$ cat src/rtl/tdm_demux_pkg.sv
// Shared definitions for the 1-to-4 TDM demultiplexer: slot count, slot
// counter type and the framing state encoding.
package tdm_demux_pkg;

  localparam int unsigned NCH   = 4;
  localparam int unsigned CNT_W = $clog2(NCH);

  typedef logic [CNT_W-1:0] slot_t;

  typedef enum logic {
    HUNT   = 1'b0,
    LOCKED = 1'b1
  } state_e;

  localparam slot_t FIRST_SLOT = slot_t'(0);
  localparam slot_t LAST_SLOT  = slot_t'(NCH - 1);

  function automatic slot_t next_slot(input slot_t s);
    return slot_t'(s + slot_t'(1));
  endfunction

endpackage

$ cat src/rtl/tdm_slot_bank.sv
// Shadow slot registers plus the output frame register; the last slot is
// taken straight from the input so the whole frame commits in one edge.
module tdm_slot_bank #(
  parameter int unsigned WIDTH = 8,
  parameter int unsigned NCH   = 4
) (
  input  logic                     clk,
  input  logic                     rst_n,
  input  logic                     wr_en_i,
  input  logic [$clog2(NCH)-1:0]   wr_slot_i,
  input  logic [WIDTH-1:0]         wr_data_i,
  input  logic                     commit_i,
  output logic [NCH*WIDTH-1:0]     dout_o
);

  localparam int unsigned SW = $clog2(NCH);

  logic [WIDTH-1:0]     shadow_q [NCH-1];
  logic [NCH*WIDTH-1:0] dout_q;

  always_ff @(posedge clk or negedge rst_n) begin
    if (!rst_n) begin
      for (int unsigned i = 0; i < NCH - 1; i++) begin
        shadow_q[i] <= '0;
      end
      dout_q <= '0;
    end else begin
      for (int unsigned i = 0; i < NCH - 1; i++) begin
        if (wr_en_i && (wr_slot_i == SW'(i))) begin
          shadow_q[i] <= wr_data_i;
        end
      end
      if (commit_i) begin
        for (int unsigned i = 0; i < NCH - 1; i++) begin
          dout_q[i*WIDTH +: WIDTH] <= shadow_q[i];
        end
        dout_q[(NCH-1)*WIDTH +: WIDTH] <= wr_data_i;
      end
    end
  end

  assign dout_o = dout_q;

endmodule

$ cat src/rtl/tdm_demux_1x4.sv
// Frame-synchronised 1-to-4 TDM demultiplexer: hunts for fsync, collects four
// slots and publishes each complete frame with a one-cycle valid pulse.
module tdm_demux_1x4 #(
  parameter int unsigned WIDTH = 8,
  parameter int unsigned NCH   = tdm_demux_pkg::NCH
) (
  input  logic                 clk,
  input  logic                 rst_n,
  input  logic [WIDTH-1:0]     din,
  input  logic                 din_vld,
  input  logic                 fsync,
  output logic [NCH*WIDTH-1:0] dout,
  output logic                 dout_vld,
  output logic                 sync_err,
  output logic                 locked
);

  import tdm_demux_pkg::*;

  state_e state_q;
  slot_t  cnt_q;
  logic   dout_vld_q;
  logic   sync_err_q;
  logic   locked_q;

  logic   wr_en;
  slot_t  wr_slot;
  logic   commit;

  // Bank control: fsync always (re)starts at slot 0; the final slot bypasses
  // the shadow bank and commits directly.
  always_comb begin
    wr_en   = 1'b0;
    wr_slot = FIRST_SLOT;
    commit  = 1'b0;
    if (din_vld) begin
      unique case (state_q)
        HUNT: begin
          wr_en = fsync;
        end
        LOCKED: begin
          if (fsync) begin
            wr_en = 1'b1;
          end else if (cnt_q == LAST_SLOT) begin
            commit = 1'b1;
          end else if (cnt_q != FIRST_SLOT) begin
            wr_en   = 1'b1;
            wr_slot = cnt_q;
          end
        end
        default: ;
      endcase
    end
  end

  always_ff @(posedge clk or negedge rst_n) begin
    if (!rst_n) begin
      state_q    <= HUNT;
      cnt_q      <= FIRST_SLOT;
      dout_vld_q <= 1'b0;
      sync_err_q <= 1'b0;
      locked_q   <= 1'b0;
    end else begin
      dout_vld_q <= 1'b0;
      sync_err_q <= 1'b0;
      if (din_vld) begin
        unique case (state_q)
          HUNT: begin
            if (fsync) begin
              state_q  <= LOCKED;
              locked_q <= 1'b1;
              cnt_q    <= next_slot(FIRST_SLOT);
            end
          end
          LOCKED: begin
            if (fsync) begin
              sync_err_q <= (cnt_q != FIRST_SLOT);
              cnt_q      <= next_slot(FIRST_SLOT);
            end else if (cnt_q == FIRST_SLOT) begin
              sync_err_q <= 1'b1;
              state_q    <= HUNT;
              locked_q   <= 1'b0;
            end else if (cnt_q == LAST_SLOT) begin
              dout_vld_q <= 1'b1;
              cnt_q      <= FIRST_SLOT;
            end else begin
              cnt_q <= next_slot(cnt_q);
            end
          end
          default: begin
            state_q  <= HUNT;
            locked_q <= 1'b0;
            cnt_q    <= FIRST_SLOT;
          end
        endcase
      end
    end
  end

  tdm_slot_bank #(
    .WIDTH (WIDTH),
    .NCH   (NCH)
  ) u_slot_bank (
    .clk       (clk),
    .rst_n     (rst_n),
    .wr_en_i   (wr_en),
    .wr_slot_i (wr_slot),
    .wr_data_i (din),
    .commit_i  (commit),
    .dout_o    (dout)
  );

  assign dout_vld = dout_vld_q;
  assign sync_err = sync_err_q;
  assign locked   = locked_q;

endmodule

$ cat config.mk
export PLATFORM = sky130hd
export DESIGN_NAME = tdm_demux_1x4
export DESIGN_NICKNAME = d
export VERILOG_FILES = /design/src/rtl/tdm_demux_pkg.sv /design/src/rtl/tdm_slot_bank.sv /design/src/rtl/tdm_demux_1x4.sv
export SDC_FILE = /design/constraint.sdc
export NUM_CORES = 1
export LEC_CHECK = 0
export ABC_CLOCK_PERIOD_IN_PS = 2400
export BUFFER_PORTS_ARGS = -buffer_cell sky130_fd_sc_hd__buf_4
export CAP_MARGIN = 5
export CORE_MARGIN = 8
export CORE_UTILIZATION = 25
export CTS_CLUSTER_SIZE = 30
export DETAILED_ROUTE_END_ITERATION = 10
export GPL_TIMING_DRIVEN = 0
export PLACE_DENSITY = 0.42
export RECOVER_POWER = 50
export SYNTH_ARGS = -nofsm -noshare
export SYNTH_HDL_FRONTEND = slang
export SYNTH_HIERARCHICAL = 1
export SYNTH_SLANG_ARGS = --single-unit
$ cat constraint.sdc
create_clock -name clk -period 2.4 [get_ports clk]
set_clock_uncertainty 0.2 [all_clocks]
set_input_delay 0.24 -clock clk [delete_from_list [all_inputs] [get_ports clk]]
set_output_delay 0.24 -clock clk [all_outputs]
set_load 0.005 [all_outputs]
==> impl_metrics.csv <==
group,metric,value,unit
drt,detail_route.first_pass.iterations,4,
floorplan,ios,47,
power,power,4020,uW
run_status,violations,"capacitance limit, slew limit",
timing,final.setup.worst_slack,0.138,ns
timing,maxSlewHeadroom,-3.70,%
critical_path,end_kind,"flip-flop",
critical_path,critPathLaunchType,"flip-flop",
global_routing,grt_max_degree,63,
clocking,htreeDepth,3,
critical_path,cp_cell_sequence,"nand2_1, nor3b_1, clkbuf_1, buf_2, mux2_2",
timing,setup_violations,0,
run_status,status,"finished with violations",
critical_path,cp_data_required_time,2.41,ns
critical_path,cp_slowest_cell,"dfrtp_1",
timing,hold_viol_final,0,
critical_path,reg2reg_depth,5,
critical_path,reg2reg_to,"u_slot_bank/dout_o[2]",
timing,fmax,442,MHz
min_path,worstHoldStart,"din_vld",
drt,drt_iter0_drc,42,
global_routing,antenna_found_initial,0,
timing,grt_setup_unrepaired,"false",
flow_run,cap_violations,1,
global_routing,grt_pass1_wl,8660,um
critical_path,worst-r2r-setup-slack,0.14,ns
drt,vias_per_cell,4.07,
synthesis,yosysUniqueCellTypes,22,
finish,final_layout_size_suffix_gt1_share,50.7,%
finish,antenna_cells,0,
place,hpwl,3520,um
synthesis,yosysSeqAreaShare,63.4,%
timing,drv_slew,63,
place,globalplace.congestion,0.679,
place,port_buffers,44,
finish,nFillCells,990,
min_path,min_to,"state_q",
floorplan,core.rowCount,36,
min_path,hold_class,"input pin to flip-flop",
critical_path,timing.rr.start,"state_q",
timing,tns,0,ns
clocking,numCtsBuffers,9,
global_routing,grt_pass1_vias,1556,
timing,tightest_slew,1.56,ns
clocking,clockRootBuffer,"clkbuf_8",
synthesis,synth_top_area_share,63.4,%
critical_path,crit_arrival,2.27,ns
synthesis,ys_warn_count,6,
critical_path,worstPathMaxFanout,10,
clocking,clk_latency,0.33,ns
synthesis,synth_nets,172,
power,ir_worst_vdd,0.447,mV
finish,final-instance-count-excl-fill,358,
finish,area_delta_synth_final,33.0,%
timing,period_minus_slack,2.26,ns
finish,fin_nets,238,
synthesis,syn_avg_cell_area,15.8,um2
clocking,cts.path.max_buffers,2,
drt,drt-total-wl,5280,um
global_routing,grt_use_total,8.65,%
clocking,clock-sinks,62,
synthesis,syn_inst,155,
place,dp_cells,332,
clocking,cts_tree,"built",
timing,final.period_utilization,94.2,%
critical_path,path_class,"flip-flop to flip-flop",
place,dpl_worst_slack,-0.0237,ns
drt,wl_per_cell,14.7,um
synthesis,yosysTopAreaCell,"dfrtp_1",
synthesis,yosys-top-cells-area,"dfrtp_1 63%, mux2_2 25%, ha_1 2.6%",
global_routing,overflow,0,
clocking,cts.clk_slew.worst_paths,0.07,ns
floorplan,core_area,9640,um2
synthesis,ys_seq_elements,62,
synthesis,synth_area,2450,um2
critical_path,cpPeakStageDelay,0.48,ns
floorplan,die_x,115,um
min_path,min_path_cells,2,
power,p_leak,0.00152,uW
drt,ant_nets,0,
floorplan,die_h,115,um
drt,vias,1456,
drt,drc,0,
floorplan,initial_core_util,25.4,%
floorplan,die_area,13200,um2
power,power_density,1230,nW/um2
worst max-delay path by stage:
| stage | startpoint | end | slack [ns] | depth (start not counted) |
|---|---|---|---|---|
| final | state_q | u_slot_bank/dout_o[2] | 0.14 | 5 |
| after floorplan | cnt_q[0] | u_slot_bank/shadow_q[16] | 0.29 | 6 |
| after global placement | cnt_q[0] | u_slot_bank/shadow_q[22] | 0.0009 | 6 |
| after detailed placement | cnt_q[0] | u_slot_bank/shadow_q[21] | -0.02 | 6 |
| after global routing | state_q | u_slot_bank/dout_o[2] | 0.005 | 5 |
| after CTS | state_q | u_slot_bank/dout_o[16] | 0.11 | 5 |
cell usage after synthesis:
master,count
a21oi_1,4
a22oi_1,1
a31oi_1,1
and3b_1,1
buf_2,5
clkbuf_1,1
dfrtp_1,62
ha_1,5
inv_1,4
mux2_1,2
mux2_2,54
mux2i_1,1
nand2_1,1
nand2b_1,1
nand3_1,1
nand3b_2,2
nor2_1,2
nor2b_1,1
nor3b_1,3
nor3b_4,1
o22a_1,1
o22ai_1,1
critical path: cells and delay by family (launching register included):
kind | cells | cell delay (ns)
multiplexers | 1 | 0.37
flip-flops | 1 | 0.48
buffers and inverters | 2 | 0.59
AND/OR/NAND/NOR | 2 | 0.50
state kept, by name, summed over array words and instances, names as in the netlist:
| register | count |
|---|---|
| state_q | 1 |
| u_slot_bank/dout_o | 32 |
| sync_err | 1 |
| u_slot_bank/shadow_q | 24 |
| dout_vld | 1 |
| locked | 1 |
| cnt_q | 2 |
per-layer routing:
metal	GRT usage [%]	routed length, um
met2	12.1	2300
met4	3.15	74
met3	4.73	402
met1	10.9	2500
met5	0	0
cells in the final DEF (no fill, tap or decap), drive strengths merged:
master	n
buf	14
clkbuf	48
nor2	2
clkinv	2
a21oi	4
dfrtp	62
ha	5
nand3b	2
inv	4
o22a	1
a22oi	1
nor2b	1
a31oi	1
bufinv	2
dlygate4sd3	10
o22ai	1
nand2b	1
nand2	1
nor3b	4
and3b	1
mux2i	1
nand3	1
mux2	56
cells by family (layout without fill, tap and decap cells):
logic type | count (synthesis) | count (layout) | share of synthesized area [%]
buf+inv | 10 | 80 | 1.79
flops | 62 | 62 | 63.4
compound gates | 8 | 8 | 1.99
mux | 57 | 57 | 26.2
simple gates | 13 | 13 | 4.14
fa+ha+maj | 5 | 5 | 2.55
stage by stage:
step / area, um2 / util, % / hold slack, ns
finish: 3260 / 33.8 / 0.0264
global route: 3260 / 33.8 / 0.00892
floorplan: 2450 / - / -0.256
detailed placement: 2950 / 30.6 / 0.192
CTS: 3290 / 34.1 / 0.00761
global placement: 2950 / 30.6 / 0.197
power by group:
| group | total, uW | leakage, uW | switching, uW | internal (uW) |
|---|---|---|---|---|
| Clock | 1030 | 0.000115 | 396 | 632 |
| Sequential | 1810 | 0.000780 | 266 | 1540 |
| Combinational | 1180 | 0.000627 | 432 | 751 |
area by class of cell:
type	count	area, um2	share of cell area (%)
Buffer	6	28.8	0.884
Clock buffer	11	151	4.65
Clock inverter	4	70.1	2.15
Inverter	4	15.0	0.461
Multi-Input combinational cell	83	858	26.4
Sequential cell	62	1550	47.7
Tap cell	133	166	5.11
Timing Repair Buffer	55	414	12.7
repair_timing:
| item | CTS | global route |
|---|---|---|
| setup buffers | 1 | 0 |
| endpoints found under the hold margin | 95 | 0 |
| setup endpoints to repair | 8 | 11 |
| gates resized for setup | 0 | 1 |
| hold buffers | 10 | 0 |
Note: power is estimated with default switching activity, not from simulation.
